<file path="config.mk">
export PLATFORM = sky130hd
export DESIGN_NAME = clkdiv_ctrl
export DESIGN_NICKNAME = d
export VERILOG_FILES = /design/src/rtl/clkdiv_ctrl.sv
export SDC_FILE = /design/constraint.sdc
export NUM_CORES = 1
export LEC_CHECK = 0
export CAP_MARGIN = 20
export CORE_UTILIZATION = 35
export DETAILED_ROUTE_END_ITERATION = 8
export MAX_ROUTING_LAYER = met4
export SLEW_MARGIN = 5
export SYNTH_ARGS = -nofsm -noshare
export SYNTH_HDL_FRONTEND = slang
export SYNTH_SLANG_ARGS = --single-unit
</file>
<file path="constraint.sdc">
create_clock -name clki -period 5.38 [get_ports clki]
set_clock_uncertainty 0.15 [all_clocks]
set_input_delay 0.807 -clock clki [delete_from_list [all_inputs] [get_ports clki]]
set_output_delay 0.807 -clock clki [all_outputs]
set_load 0.02 [all_outputs]
</file>
<file path="src/rtl/clkdiv_ctrl.sv">
// Run/stop and reconfiguration controller for the board clock-enable divider.
// One shared period counter; divisor swaps and stops land on period boundaries.
module clkdiv_ctrl #(
  parameter int unsigned   W       = 31,
  parameter logic [W-1:0]  DEF_DIV = W'(50000000)
) (
  input  logic         clki,
  input  logic         rst_n,
  input  logic         run_req,
  input  logic         cfg_valid,
  input  logic [W-1:0] cfg_div,
  output logic         cfg_ready,
  output logic         clko,
  output logic         tick,
  output logic         busy,
  output logic         err
);

  localparam logic [1:0] IDLE = 2'd0;
  localparam logic [1:0] RUN  = 2'd1;
  localparam logic [1:0] PEND = 2'd2;
  localparam logic [1:0] STOP = 2'd3;

  logic [1:0]   r_state;
  logic [W-1:0] r_cnt;
  logic [W-1:0] r_div_act;
  logic [W-1:0] r_div_pend;
  logic         r_err;

  logic         w_term;
  logic         w_xfer;
  logic         w_load;
  logic [W-1:0] w_cnt_nxt;

  assign w_term    = (r_cnt == r_div_act);
  assign w_xfer    = cfg_valid && cfg_ready;
  assign w_load    = w_xfer && (cfg_div != '0);
  // Wrap by compare so div_act = all-ones never relies on adder overflow.
  assign w_cnt_nxt = w_term ? '0 : r_cnt + W'(1);

  always_ff @(posedge clki or negedge rst_n) begin
    if (!rst_n) begin
      r_state    <= IDLE;
      r_cnt      <= '0;
      r_div_act  <= DEF_DIV;
      r_div_pend <= '0;
      r_err      <= 1'b0;
    end else begin
      r_err <= w_xfer && (cfg_div == '0);
      case (r_state)
        IDLE: begin
          r_cnt <= '0;
          if (w_load)  r_div_act <= cfg_div;
          if (run_req) r_state   <= RUN;
        end
        RUN: begin
          r_cnt <= w_cnt_nxt;
          if (w_load) begin
            r_div_pend <= cfg_div;
            r_state    <= PEND;
          end else if (!run_req) begin
            r_state <= STOP;
          end
        end
        PEND: begin
          r_cnt <= w_cnt_nxt;
          if (w_term) begin
            r_div_act <= r_div_pend;
            r_state   <= run_req ? RUN : IDLE;
          end
        end
        STOP: begin
          // A returning run request resumes without disturbing the count.
          r_cnt <= w_cnt_nxt;
          if (run_req)     r_state <= RUN;
          else if (w_term) r_state <= IDLE;
        end
        default: r_state <= IDLE;
      endcase
    end
  end

  assign busy      = (r_state != IDLE);
  assign clko      = busy && (r_cnt <= (r_div_act >> 1));
  assign tick      = busy && (r_cnt == '0);
  assign cfg_ready = (r_state == IDLE) || (r_state == RUN);
  assign err       = r_err;

endmodule

</file>
# Yosys cells after proc, flatten, opt, wreduce, memory -nomap -nowiden
# Cells that the tools add are included.
totals:
  elab_cells: 45
  out_inout_bits: 5
  ff_bits: 96
  in_bits: 35
classes:
  n_mux: 13
  reduce_logical: 16
  n_lt_le_gt_ge: 1
  eq_ne: 9
  add_sub_neg: 1
ops:
  columns: ["op", "n"]
  rows:
  - ["31-bit case mux with 2 select lines", 2]
  - ["31-bit two-way mux", 3]
  - ["31-bit logical NOT", 2]
  - ["31-bit by 1-bit adder with 31-bit output, second input constant", 1]
  - ["31-bit == test", 1]
  - ["31-bit by 30-bit less-or-equal comparator with 1-bit output", 1]
  - ["31-bit nonzero test", 1]
  - ["2-bit two-way mux", 6]
  - ["2-bit case mux with 4 select lines", 1]
  - ["2-bit != test, second input constant", 3]
  - ["3-bit != test, second input constant", 2]
  - ["1-bit logical AND", 5]
  - ["2-bit == test, second input constant", 2]
  - ["4-bit AND reduction", 1]
  - ["2-bit nonzero test", 2]
  - ["3-bit AND reduction", 1]
  - ["3-bit OR reduction", 1]
  - ["2-bit by 1-bit == test with 1-bit output, second input constant", 1]
  - ["2-bit logical NOT", 1]
  - ["2-bit AND reduction", 1]
  - ["1-bit logical OR", 1]
  - ["1-bit two-way mux", 1]

# Depth between registers and ports, before layout
logic_depth:
  word_depth: 6
  depth_mapped: 8
  mapped_depth_nobuf: 8

# Worst setup path after synthesis
# Ideal clock, no wire load.
synth_path:
  path_kind: "reg2out"
  from: "register r_div_act[13]"
  to: "output clko"
  stages_incl_launch_ff: 9
  arrival_ns: 1.990
  path_slack_ns: 2.433
  path_buffers: 0
  t_required_ns: 4.423
  cell_sequence: "dfstp_2 > inv_1 > ha_1 > a21oi_1 > o22ai_1 > o211a_1 > a2111oi_0 > nand3_1 > o211ai_1"
synth_via:
  elab_chain_len: 2
synth_rtl:
  columns: ["item", "line", "source"]
  rows:
  - ["start, declared", "26", "logic [W-1:0] r_div_act;"]
  - ["start signal, assigned", "53", "if (w_load) r_div_act <= cfg_div;"]
  - ["start signal, assigned", "68", "r_div_act <= r_div_pend;"]
  - ["31-bit by 30-bit less-or-equal comparator with 1-bit output", "84", "assign clko = busy && (r_cnt <= (r_div_act >> 1));"]
  - ["1-bit logical AND", "84", null]
  - ["end, declared", "13", "output logic clko,"]
# No other way between the ends.

# Worst setup path after layout
# Ends and elaborated chain as after synthesis.

==> metrics.csv <==
stage,metric,value,unit
yosys,synth_nets,582,
grt,antenna_found_initial,0,
routing,wirelength,13.4,mm
pwr,power_density,447,nW/um^2
cells_and_area,diodes,0,
outcome,status,"complete, no violations",
critical_path,reg2reg_from,r_cnt[10]$_DFF_PN0_,
yosys,netlist_area,5480,um^2
sta,holdWs,0.343,ns
critical_path,end_kind,output pin,
pwr,max-vdd-ir-drop,224,uV
cts,clkTransAtPathRegs,0.07,ns
critical_path,rrSetupSlack,2.56,ns
die,io_pins,40,
routing,drcViolationCount,0,
sta,slew-limit-headroom,47.0,%
die,fp.dieW,127,um
yosys,synthAdderAreaFrac,7.30,%
cells_and_area,drive_gt1_share,16.8,%
critical_path,crit_end,clko,
yosys,ys_seq_area_share,44.1,%
placed_design,placed_cell_area,6050,um^2
routing,via_count,4039,
cells_and_area,area_growth,16.1,%
critical_path,startpoint,r_div_act[13]$_DFFE_PN1P_,
cells_and_area,nets,615,
placed_design,io_buffers,39,
sta,fin_crit_sh,76.0,%
yosys,netlist-cell-type-count,42,
cells_and_area,multi_input_area,2820,um^2
yosys,synth_cells,515,
cells_and_area,stdcell_area,6360,um^2
cts,htreeDepth,3,
grt,grt_max_degree,62,
critical_path,reg2regPathDepth,7,
sta,worstMarginPinSlew,0.795,ns
sta,tns,0,ns
cts,cts_buffer_depth,2,
cts,cts_hold_buf,0,
sta,drv_slew,0,
cts,cts_setup_buffers,0,
cells_and_area,register_area,2420,um^2
cts,cts_root_buffer,clkbuf_16,
routing,post_drt_wl_per_cell,17.5,um
yosys,yosysWarnings,0,
placed_design,place.gp.congestion,0.906,
yosys,synthMuxAreaShare,6.37,%
grt,grt_use_total,18.6,%
critical_path,path_max_fanout,3,
critical_path,arrival,3.13,ns
yosys,syn_avg_cell_area,10.6,um^2
routing,via_per_inst,5.29,
routing,dr.pass1.iters,4,
routing,drt_iter0_markers,202,
die,core_area,15300,um^2
critical_path,reg2reg_to,r_div_act[18]$_DFFE_PN0P_,
flow_run,drv_cap,0,
yosys,synth-simple-area-share,18.3,%
yosys,synth_xor_area_share,9.59,%
sta,finalHoldViolCount,0,
grt,top_usage_layer,met2,
die,die_area,16200,um^2
placed_design,hpwl,9.80,mm
worst_hold_path,hp-class,flip-flop to flip-flop,
grt,gr-total-overflow,0,
die,rows,45,
grt,gr-usage-met3,2.05,%
cts,cts_tree,yes,
pwr,leakage,2.75,nW
critical_path,start_kind,flip-flop,
cts,insertion_delay,0.36,ns
sta,setup_viol,0,
grt,use_met1,25.2,%
sta,fmax,244,MHz
cts,ctsResizeCount,0,
critical_path,critPathKind,flip-flop to output pin,
cells_and_area,fillCellCount,1513,
routing,ant_nets,0,
grt,grt_pass1_vias,4109,
yosys,ys_ff_latch,96,
grt,grt_pass1_wl,22.1,mm
critical_path,required,4.42,ns
sta,period_minus_slack,4.09,ns
die,initial_core_util,35.9,%
cts,cts_buffers,9,
yosys,synth_top_family_by_area,simple AND/OR/NAND/NOR gates,
cts,clock-sinks,96,
grt,use_met2,28.0,%
die,fp.dieH,127,um
sta,rsz0062_at_grt,false,
yosys,synth_compound_gate_area_share,9.72,%
layer usage:
metal  share of wire (%)  wire [um]
met5                   0          0
met4                 3.0        408
met3                 2.3        305
met2                  46       6190
met1                  48       6500
registers in the layout (all words and copies together), names as in the netlist:
name / flops
r_div_act: 31
err: 1
r_div_pend: 31
r_cnt: 31
r_state: 2
cell usage in the layout, fill, tap and decap left out, types with 6 or more instances in the layout:
| master | instances |
|---|---|
| and3_1 | 8 |
| ha_1 | 32 |
| clkbuf_16 | 9 |
| mux2_2 | 23 |
| a21oi_1 | 6 |
| nand4_1 | 22 |
| nor3_1 | 7 |
| nand2b_1 | 20 |
| dfstp_2 | 12 |
| xnor2_1 | 41 |
| xor2_1 | 19 |
| o221a_2 | 32 |
| or2b_1 | 15 |
| buf_4 | 6 |
| nor4_1 | 15 |
| clkdlybuf4s50_1 | 38 |
| nor2_1 | 41 |
| nand3_1 | 12 |
| inv_1 | 34 |
| mux2_1 | 8 |
| dfrtp_1 | 84 |
| nand2_1 | 23 |
| a21o_1 | 6 |
worst min path at each step:
stage / end / slack [ns] / from / cells after the start
2_1_floorplan: r_div_pend[20]$_DFFE_PN0P_ / 0.31 / r_div_pend[20]$_DFFE_PN0P_ / 1
3_3_place_gp: r_div_pend[25]$_DFFE_PN0P_ / 0.32 / r_div_pend[25]$_DFFE_PN0P_ / 1
3_5_place_dp: r_div_pend[22]$_DFFE_PN0P_ / 0.33 / r_div_pend[22]$_DFFE_PN0P_ / 1
4_1_cts: r_div_pend[22]$_DFFE_PN0P_ / 0.35 / r_div_pend[22]$_DFFE_PN0P_ / 1
5_1_grt: r_div_pend[23]$_DFFE_PN0P_ / 0.37 / r_div_pend[23]$_DFFE_PN0P_ / 1
6_report: r_div_pend[22]$_DFFE_PN0P_ / 0.34 / r_div_pend[22]$_DFFE_PN0P_ / 1
synthesized netlist by cell type (all sizes together):
master,n,share of area (%)
nand2b,20,2.3
o211a,1,0.18
buf,11,1.5
ha,32,7.3
nand4,22,2.5
dfrtp,84,38
mux2,31,6.4
a21o,6,0.82
nand4b,1,0.16
xnor2,41,6.6
or2b,15,2.1
nand2,23,1.6
o211ai,2,0.27
nor2,41,2.8
and2,3,0.34
inv,34,2.3
a211oi,2,0.27
and4,4,0.64
o21ai,5,0.46
or2,1,0.11
xor2,19,3.0
nand3,12,1.1
nor3,7,0.64
nor4b,2,0.32
nor3b,1,0.14
a221oi,1,0.16
nor4,17,2.2
o22ai,1,0.11
clkbuf,12,0.84
and3,8,0.91
a21oi,6,0.55
a2111oi,2,0.32
dfstp,12,5.8
nor2b,1,0.11
o221a,32,6.6
or4,2,0.27
or3,1,0.11
layout make-up:
class / instances / area share (%)
clock buffers: 10 / 3.60
repair buffers: 45 / 7.12
clock inverters: 6 / 0.885
flip-flops and latches: 96 / 38.0
inverters: 34 / 2.01
multi-input cells: 362 / 44.2
well taps: 211 / 4.15
logic make-up after synthesis:
| logic type | Yosys count |
|---|---|
| simple gates | 181 |
| flops | 96 |
| xor+xnor | 60 |
| compound gates | 58 |
| buf+inv | 57 |
| fa+ha+maj | 32 |
| mux | 31 |
critical path, stage by stage, from the launching register on:
cell,delay [ns]
dfstp_2,0.55
inv_1,0.05
ha_1,0.29
a21oi_1,0.22
o22ai_1,0.11
o211a_1,0.27
a2111oi_0,0.41
nand3_1,0.13
o211ai_1,0.12
clkdlybuf4s50_1,0.64
stage by stage:
step                util [%]  setup slack, ns  total power [mW]  cells
floorplan                  -             2.43              1.89    515
global placement        39.6             1.70              2.17    747
detailed placement      39.6             1.67              2.21    747
CTS                     41.5             1.26              2.85    763
global route            41.7             1.09              3.05    764
finish                  41.7             1.29              2.84    764
power by group:
group | switching (mW) | internal (mW)
logic | 0.427 | 0.508
registers | 0.261 | 1.02
clock network | 0.305 | 0.325
total | 0.993 | 1.85
Note: power is estimated with default switching activity, not from simulation.
